[config.mk]
export PLATFORM = sky130hd
export DESIGN_NAME = serial_subtract_ctrl
export DESIGN_NICKNAME = d
export VERILOG_FILES = /design/src/rtl/serial_subtract_ctrl.sv
export SDC_FILE = /design/constraint.sdc
export NUM_CORES = 1
export LEC_CHECK = 0
export ABC_AREA = 0
export BUFFER_PORTS_ARGS = -buffer_cell sky130_fd_sc_hd__buf_2
export CAP_MARGIN = 20
export CORE_AREA = 8 8 63 65
export CTS_CLUSTER_DIAMETER = 60
export DETAILED_ROUTE_END_ITERATION = 16
export DIE_AREA = 0 0 71 73
export HOLD_SLACK_MARGIN = 0.08
export PLACE_DENSITY = 0.68
export SYNTH_ARGS = -nofsm -noshare
export SYNTH_HDL_FRONTEND = slang
export SYNTH_SLANG_ARGS = --single-unit
[constraint.sdc]
create_clock -name clk -period 4.3 [get_ports clk]
set_clock_uncertainty 0.05 [all_clocks]
set_input_delay 0.215 -clock clk [delete_from_list [all_inputs] [get_ports clk]]
set_output_delay 0.215 -clock clk [all_outputs]
set_load 0.005 [all_outputs]
[src/rtl/serial_subtract_ctrl.sv]
// serial_subtract_ctrl: bit-serial WIDTH-bit unsigned subtractor, LSB first, with
// valid/ready handshakes on operands and result, abort and async active-low reset.
module serial_subtract_ctrl #(
    parameter int WIDTH = 8
) (
    input  logic             clk,
    input  logic             rst_n,
    input  logic             in_valid,
    output logic             in_ready,
    input  logic [WIDTH-1:0] a,
    input  logic [WIDTH-1:0] b,
    input  logic             abort,
    output logic             out_valid,
    input  logic             out_ready,
    output logic [WIDTH-1:0] diff,
    output logic             borrow,
    output logic             busy
);
    localparam int CW = WIDTH > 1 ? $clog2(WIDTH) : 1;
    typedef enum logic [1:0] {IDLE, RUN, DONE} state_t;
    state_t state, state_nx;
    logic [WIDTH-1:0] sa, sb;
    logic [CW-1:0] cnt;
    logic d, br_nx, last;
    // Two cascaded half-subtract cells plus the borrow register form the full-subtract stage
    assign d     = sa[0] ^ sb[0] ^ borrow;
    assign br_nx = (~sa[0] & sb[0]) | (~(sa[0] ^ sb[0]) & borrow);
    assign last  = cnt == CW'(WIDTH - 1);
    always_comb begin
        state_nx  = state;
        state_nx  = state == IDLE ? (in_valid ? RUN : IDLE) :
                    state == RUN  ? (abort ? IDLE : (last ? DONE : RUN)) :
                                    (out_ready ? IDLE : DONE);
        in_ready  = state == IDLE;
        busy      = state == RUN;
        out_valid = state == DONE;
    end
    always_ff @(posedge clk or negedge rst_n) begin
        if (!rst_n) begin
            state  <= IDLE;
            sa     <= '0;
            sb     <= '0;
            diff   <= '0;
            borrow <= 1'b0;
            cnt    <= '0;
        end else begin
            state <= state_nx;
            if (state == IDLE && in_valid) begin
                sa     <= a;
                sb     <= b;
                borrow <= 1'b0;
                cnt    <= '0;
            end else if (state == RUN && abort) begin
                borrow <= 1'b0;
            end else if (state == RUN) begin
                sa     <= sa >> 1;
                sb     <= sb >> 1;
                diff   <= (diff >> 1) | (WIDTH'(d) << (WIDTH - 1));
                borrow <= br_nx;
                cnt    <= cnt + 1'b1;
            end
        end
    end
endmodule

==> results of run 1 <==
==> report_power, final <==
group / leakage [nW] / switching, mW / internal, mW / total (mW)
clock: 0.0450 / 0.0952 / 0.120 / 0.215
sequential: 0.382 / 0.0587 / 0.373 / 0.431
combinational: 0.471 / 0.107 / 0.119 / 0.226
total: 0.898 / 0.261 / 0.612 / 0.873
==> logic make-up after synthesis <==
family	after synthesis	synth area share
muxes	1	0.00862
buffers and inverters	10	0.0479
DFF	30	0.575
and+or+nand+nor	32	0.118
AOI/OAI and AO/OA	35	0.216
adders and majority gates	3	0.0345
==> metal layers <==
metal  global-route usage  share of wire
met4               0.0485          0.017
met2                0.191           0.45
met5                    0              0
met3               0.0536          0.083
met1                0.130           0.45
==> worst paths after layout <==
check	startpoint	end	slack, ns	cells after the start
min in group asynchronous	rst_n	cnt[1]$_DFFE_PN0P_	0.39	2
setup / recovery	state[1]$_DFF_PN0_	cnt[0]$_DFFE_PN0P_	2.39	4
hold reg to reg	diff[0]$_DFFE_PN0P_	diff[0]$_DFFE_PN0P_	0.42	2
setup reg to reg	state[1]$_DFF_PN0_	cnt[0]$_DFFE_PN0P_	2.39	4
max in group asynchronous	rst_n	sb[1]$_DFFE_PN0P_	3.37	2
hold / removal	a[0]	sa[0]$_DFFE_PN0P_	0.1	2
==> through the flow <==
step	std cells	hold slack (ns)
floorplan	111	-0.131
global placement	169	0.222
detailed placement	170	0.233
CTS	182	0.0942
global route	183	0.0957
finish	183	0.0986
==> state kept, by name (all words and copies together) (netlist names) <==
register,count
borrow,1
diff,8
state,2
cnt,3
sa,8
sb,8
==> critical path, stage by stage (launching register included) <==
cell and delay (ns):
dfrtp_1 0.46, nor3b_2 0.67, buf_6 0.24, nor2_4 0.10, mux2_2 0.28
==> cell type report <==
| type | instances | area [um^2] | share of cell area |
|---|---|---|---|
| Timing Repair Buffer | 38 | 226 | 0.141 |
| Clock inverter | 3 | 40.0 | 0.0249 |
| Inverter | 3 | 11.3 | 0.00701 |
| Tap cell | 33 | 41.3 | 0.0257 |
| Clock buffer | 5 | 37.5 | 0.0234 |
| Multi-Input combinational cell | 71 | 499 | 0.311 |
| Sequential cell | 30 | 751 | 0.467 |
==> placed cells by master (no fill, tap or decap) <==
cell type / synthesis / final
buf_2: 2 / 32
dfrtp_1: 30 / 30
nand2_1: 23 / 23
a22o_1: 17 / 17
a21o_1: 13 / 13
clkbuf_4: 0 / 5
dlygate4sd3_1: 0 / 4
nor2_1: 3 / 3
inv_1: 3 / 3
ha_1: 2 / 2
clkinv_2: 0 / 2
or3b_1: 1 / 1
nor3b_2: 2 / 1
o21bai_1: 1 / 1
nor2b_1: 1 / 1
nor3b_4: 0 / 1
o21ai_0: 1 / 1
nor2_4: 1 / 1
o21ai_1: 1 / 1
a2bb2oi_1: 1 / 1
mux2_2: 1 / 1
nor3_1: 1 / 1
a221o_1: 1 / 1
fa_1: 1 / 1
bufinv_16: 0 / 1
buf_8: 0 / 1
buf_6: 2 / 1
==> repair_timing <==
action,in CTS,in global routing
endpoints found under the setup margin,0,0
hold buffers,4,0
endpoints found under the hold margin,33,0
==> summary.txt, run 1 <==
Finish
  • Fin area: 1610 um^2
  • Ant diodes: 0
  • Final #Nets: 173
  • Layout area overhead: 23.0%
  • Final core area utilization: 0.544
  • Layout cell share with drive strength beyond 1: 0.307
  • # fillers: 274

Hold path
  • Worst Hold Class: in -> reg

Global routing
  • Largest net degree at the start of global routing: 31
  • Initial antenna violation count: 0
  • Vias in the first global route: 1061
  • Global-route wire length before repair: 4.86 mm
  • Gr usage total: 0.117
  • GR Overflow Total: 0

Clock tree
  • Post-CTS Setup Bufs: 0
  • Clk slew on worst S/H paths: 0.09 ns
  • CTS Root Cell: clkbuf_4
  • CTS tree: yes
  • Clock latency on the worst-skew pair: 0.33 ns
  • Clock Tree Buf Depth: 2
  • H-tree depth: 2
  • Number of CTS-inserted buffers: 5
  • Sink Count: 30
  • CTS resizes: 0

Floorplan
  • Core Box Area: 2950 um^2
  • # rows: 20
  • Die Y: 73 um
  • Ports: 33
  • Die W: 71 um
  • DIE AREA: 5180 um^2
  • Initial Utilization: 0.442

STA
  • Fin crit share: 0.445
  • TNS Setup: 0 ns
  • Final slew viol count: 0
  • Fmax: 523 MHz
  • Slew HR: 0.493
  • Slew at the pin closest to its max-slew limit: 0.757 ns
  • RSZ-0062 raised after global routing: false
  • Final Hold Vio Count: 0
  • Post-route minimum period: 1.91 ns
  • Worst setup margin: 2.39 ns
  • # setup viols final: 0

Run
  • Max-Cap Viols: 0

Synth
  • Seq cells post-synth: 30
  • Mapped Nets: 135
  • Ys async rst share: 1.00
  • Yosys top cell by area: dfrtp_1
  • Mapped Area: 1310 um^2
  • Synth area leaders: dfrtp_1 (57%), a22o_1 (11%), a21o_1 (7.5%)
  • Main flop type after synthesis: dfrtp_1
  • Yosys warning count: 0
  • Post-synthesis sequential area ratio: 0.575
  • EDFF count, synth: 0
  • Distinct cells, synth: 23
  • Cell count after synthesis: 111
  • Share of the synthesized area in the top cell type: 0.575
  • Mapped Avg Cell Area: 11.8 um^2
  • Commonest cells post-synth: dfrtp_1 (30), nand2_1 (23), a22o_1 (17)
  • Top-count cell post-synth: dfrtp_1

Setup path
  • Setup crit start kind: flip-flop
  • Setup crit end kind: flip-flop
  • Max FO, Critical Path: 18
  • Req. time, crit path: 4.46 ns
  • CP Class: reg -> reg
  • Arrival time at the worst endpoint: 2.07 ns

Placed design
  • Dpl ws: 2.18 ns
  • Number of port buffers: 32
  • Final Wtd Congestion: 0.747
  • Post-DP Area: 1470 um^2

Detailed routing
  • Final ANT Viol Nets: 0
  • DRC violations left: 0
  • Final wirelength: 2.66 mm
  • DR iter-0 viols: 42
  • Via count: 985
  • Vias per inst: 5.38
  • 1st-pass router iterations: 4
  • Routed WL per cell: 14.5 um

Power
  • Pleak: 0.898 nW
  • P per Cell Area: 543 nW/um^2
  • Power, Total: 0.873 mW
  • Peak VDD IR: 0.000257 V

Outcome
  • Outcome: finished, final reports clean
No activity file was read; power rests on OpenSTA's default activity.
==> run 2, diff against run 1 <==
==> constraint.sdc (replaced) <==
create_clock -name clk -period 1.8 [get_ports clk]
set_clock_uncertainty 0.05 [all_clocks]
set_input_delay 0.09 -clock clk [delete_from_list [all_inputs] [get_ports clk]]
set_output_delay 0.09 -clock clk [all_outputs]
set_load 0.005 [all_outputs]
==> summary.txt, run 2 (synthesis results as in run 1) <==
Outcome
  • Outcome: finished, final reports clean

Floorplan
  • Die W: 71 um
  • Ports: 33
  • Initial Utilization: 0.442
  • DIE AREA: 5180 um^2
  • # rows: 20
  • Core Box Area: 2950 um^2
  • Die Y: 73 um

Setup path
  • CP Class: reg -> reg
  • Arrival time at the worst endpoint: 1.81 ns
  • Max FO, Critical Path: 18
  • Setup crit end kind: flip-flop
  • Setup crit start kind: flip-flop
  • Req. time, crit path: 1.95 ns
  • R2r setup slk: 0.15 ns
  • Worst R2R Path Depth: 4

Detailed routing
  • DR iter-0 viols: 26
  • Final ANT Viol Nets: 0
  • Final wirelength: 2.77 mm
  • Routed WL per cell: 14.1 um
  • 1st-pass router iterations: 4
  • DRC violations left: 0
  • Via count: 1022
  • Vias per inst: 5.21

Power
  • Combinational share of power: 0.282
  • Clk pwr share: 0.193
  • Switching share of power: 0.303
  • Seq pwr share: 0.525
  • Pleak: 0.944 nW
  • Psw: 0.595 mW
  • Peak VDD IR: 0.000671 V
  • Cell Int Power: 1.37 mW
  • P per Cell Area: 1140 nW/um^2

Finish
  • Register area: 751 um^2
  • Most frequent cells in the layout: buf_2 (32), dfrtp_1 (30), nand2_1 (23), dlygate4sd3_1 (18), a22o_1 (17)
  • # fillers: 261
  • Regs by FF count: diff x8, sa x8, sb x8
  • Ant diodes: 0
  • Layout cell share with drive strength beyond 1: 0.276
  • Commonest non-fill, non-tap cell in the layout: buf_2
  • Area of the multi-input gates: 499 um^2
  • Final #Nets: 188
  • Layout area overhead: 31.4%

Global routing
  • Initial antenna violation count: 0
  • GR Overflow Total: 0
  • Gr usage total: 0.126
  • Largest net degree at the start of global routing: 31
  • Global-route wire length before repair: 5.17 mm
  • Vias in the first global route: 1187

STA
  • Final slew viol count: 0
  • Slew HR: 0.567
  • RSZ-0062 raised after global routing: false
  • Final Hold Vio Count: 0
  • Slew at the pin closest to its max-slew limit: 0.650 ns
  • TNS Setup: 0 ns
  • # setup viols final: 0
  • Fmax: 605 MHz
  • Post-route minimum period: 1.65 ns
  • Final hold slack: 0.193 ns
  • Fin crit share: 0.918

Hold path
  • Hold path cells: 3
  • Worst Hold Class: in -> reg

Clock tree
  • Post-CTS Setup Bufs: 0
  • Clk slew on worst S/H paths: 0.08 ns
  • H-tree depth: 2
  • CTS tree: yes
  • Clock latency on the worst-skew pair: 0.32 ns
  • Clock Tree Buf Depth: 2
  • Number of CTS-inserted buffers: 5
  • CTS Root Cell: clkbuf_4
  • Sink Count: 30

Run
  • Max-Cap Viols: 0

Placed design
  • Placed wire-length estimate: 1.89 mm
  • Number of port buffers: 32
  • Final Wtd Congestion: 0.713
==> run 2: cell count changes in the layout (fill, tap and decap cells not counted), sizes merged <==
cell         delta
dlygate4sd3    +14
clkbuf          +1
buf             +1
bufinv          -1
clkinv          -2
==> run 2: timing repair <==
item | CTS | global route
hold endpoints to repair | 47 | 0
hold buffers | 18 | 0
gates resized for setup | 0 | 0
==> run 2: per-layer routing <==
| metal | GRT usage | up-vias | part of all wire | wire length (um) |
|---|---|---|---|---|
| met5 | 0 | - | 0 | 0 |
| met4 | 0.0739 | 0 | 0.018 | 51 |
| met3 | 0.0659 | 7 | 0.082 | 226 |
| met2 | 0.215 | 32 | 0.49 | 1350 |
| met1 | 0.118 | 490 | 0.41 | 1150 |
| li1 | - | 493 | - | - |
==> run 2: path summary, 6_finish.rpt <==
path | startpoint | endpoint
worst max-delay path | state[1]$_DFF_PN0_ | sa[0]$_DFFE_PN0P_
worst min-delay path | in_valid | state[0]$_DFF_PN0_
worst max register to register | state[1]$_DFF_PN0_ | sa[0]$_DFFE_PN0P_
worst min register to register | sb[3]$_DFFE_PN0P_ | sb[3]$_DFFE_PN0P_
max in group asynchronous | rst_n | sb[5]$_DFFE_PN0P_
min in group asynchronous | rst_n | diff[0]$_DFFE_PN0P_
==> run 2: layout make-up <==
cell class | count | area share
multi-input cells | 71 | 0.291
repair buffers | 53 | 0.211
well taps | 33 | 0.0241
flip-flops and latches | 30 | 0.437
inverters | 3 | 0.00656
clock buffers | 6 | 0.0299
==> run 2: per-stage QoR <==
stage	utilization	std cells	cell area [um^2]	setup WS, ns	total power [mW]
floorplan	-	111	1310	0.458	1.36
global placement	0.503	172	1490	0.259	1.55
detailed placement	0.503	172	1490	0.177	1.58
CTS	0.581	196	1720	0.144	2.00
global route	0.581	196	1720	0.0711	2.13
finish	0.581	196	1720	0.148	1.96
==> run 2: power groups by stage <==
stage / sequential (mW) / combinational, mW / clock, mW
final: 1.03 / 0.554 / 0.379
after global routing: 1.06 / 0.642 / 0.427
after CTS: 1.03 / 0.565 / 0.401
after detailed placement: 1.05 / 0.535 / 0
after global placement: 1.03 / 0.519 / 0
after floorplan: 1.03 / 0.335 / 0
==> run 2: critical path, stage by stage (launching register included) <==
cell and delay (ns):
dfrtp_1 0.47, nor3b_2 0.37, buf_4 0.30, nor3_1 0.08
a221o_1 0.27
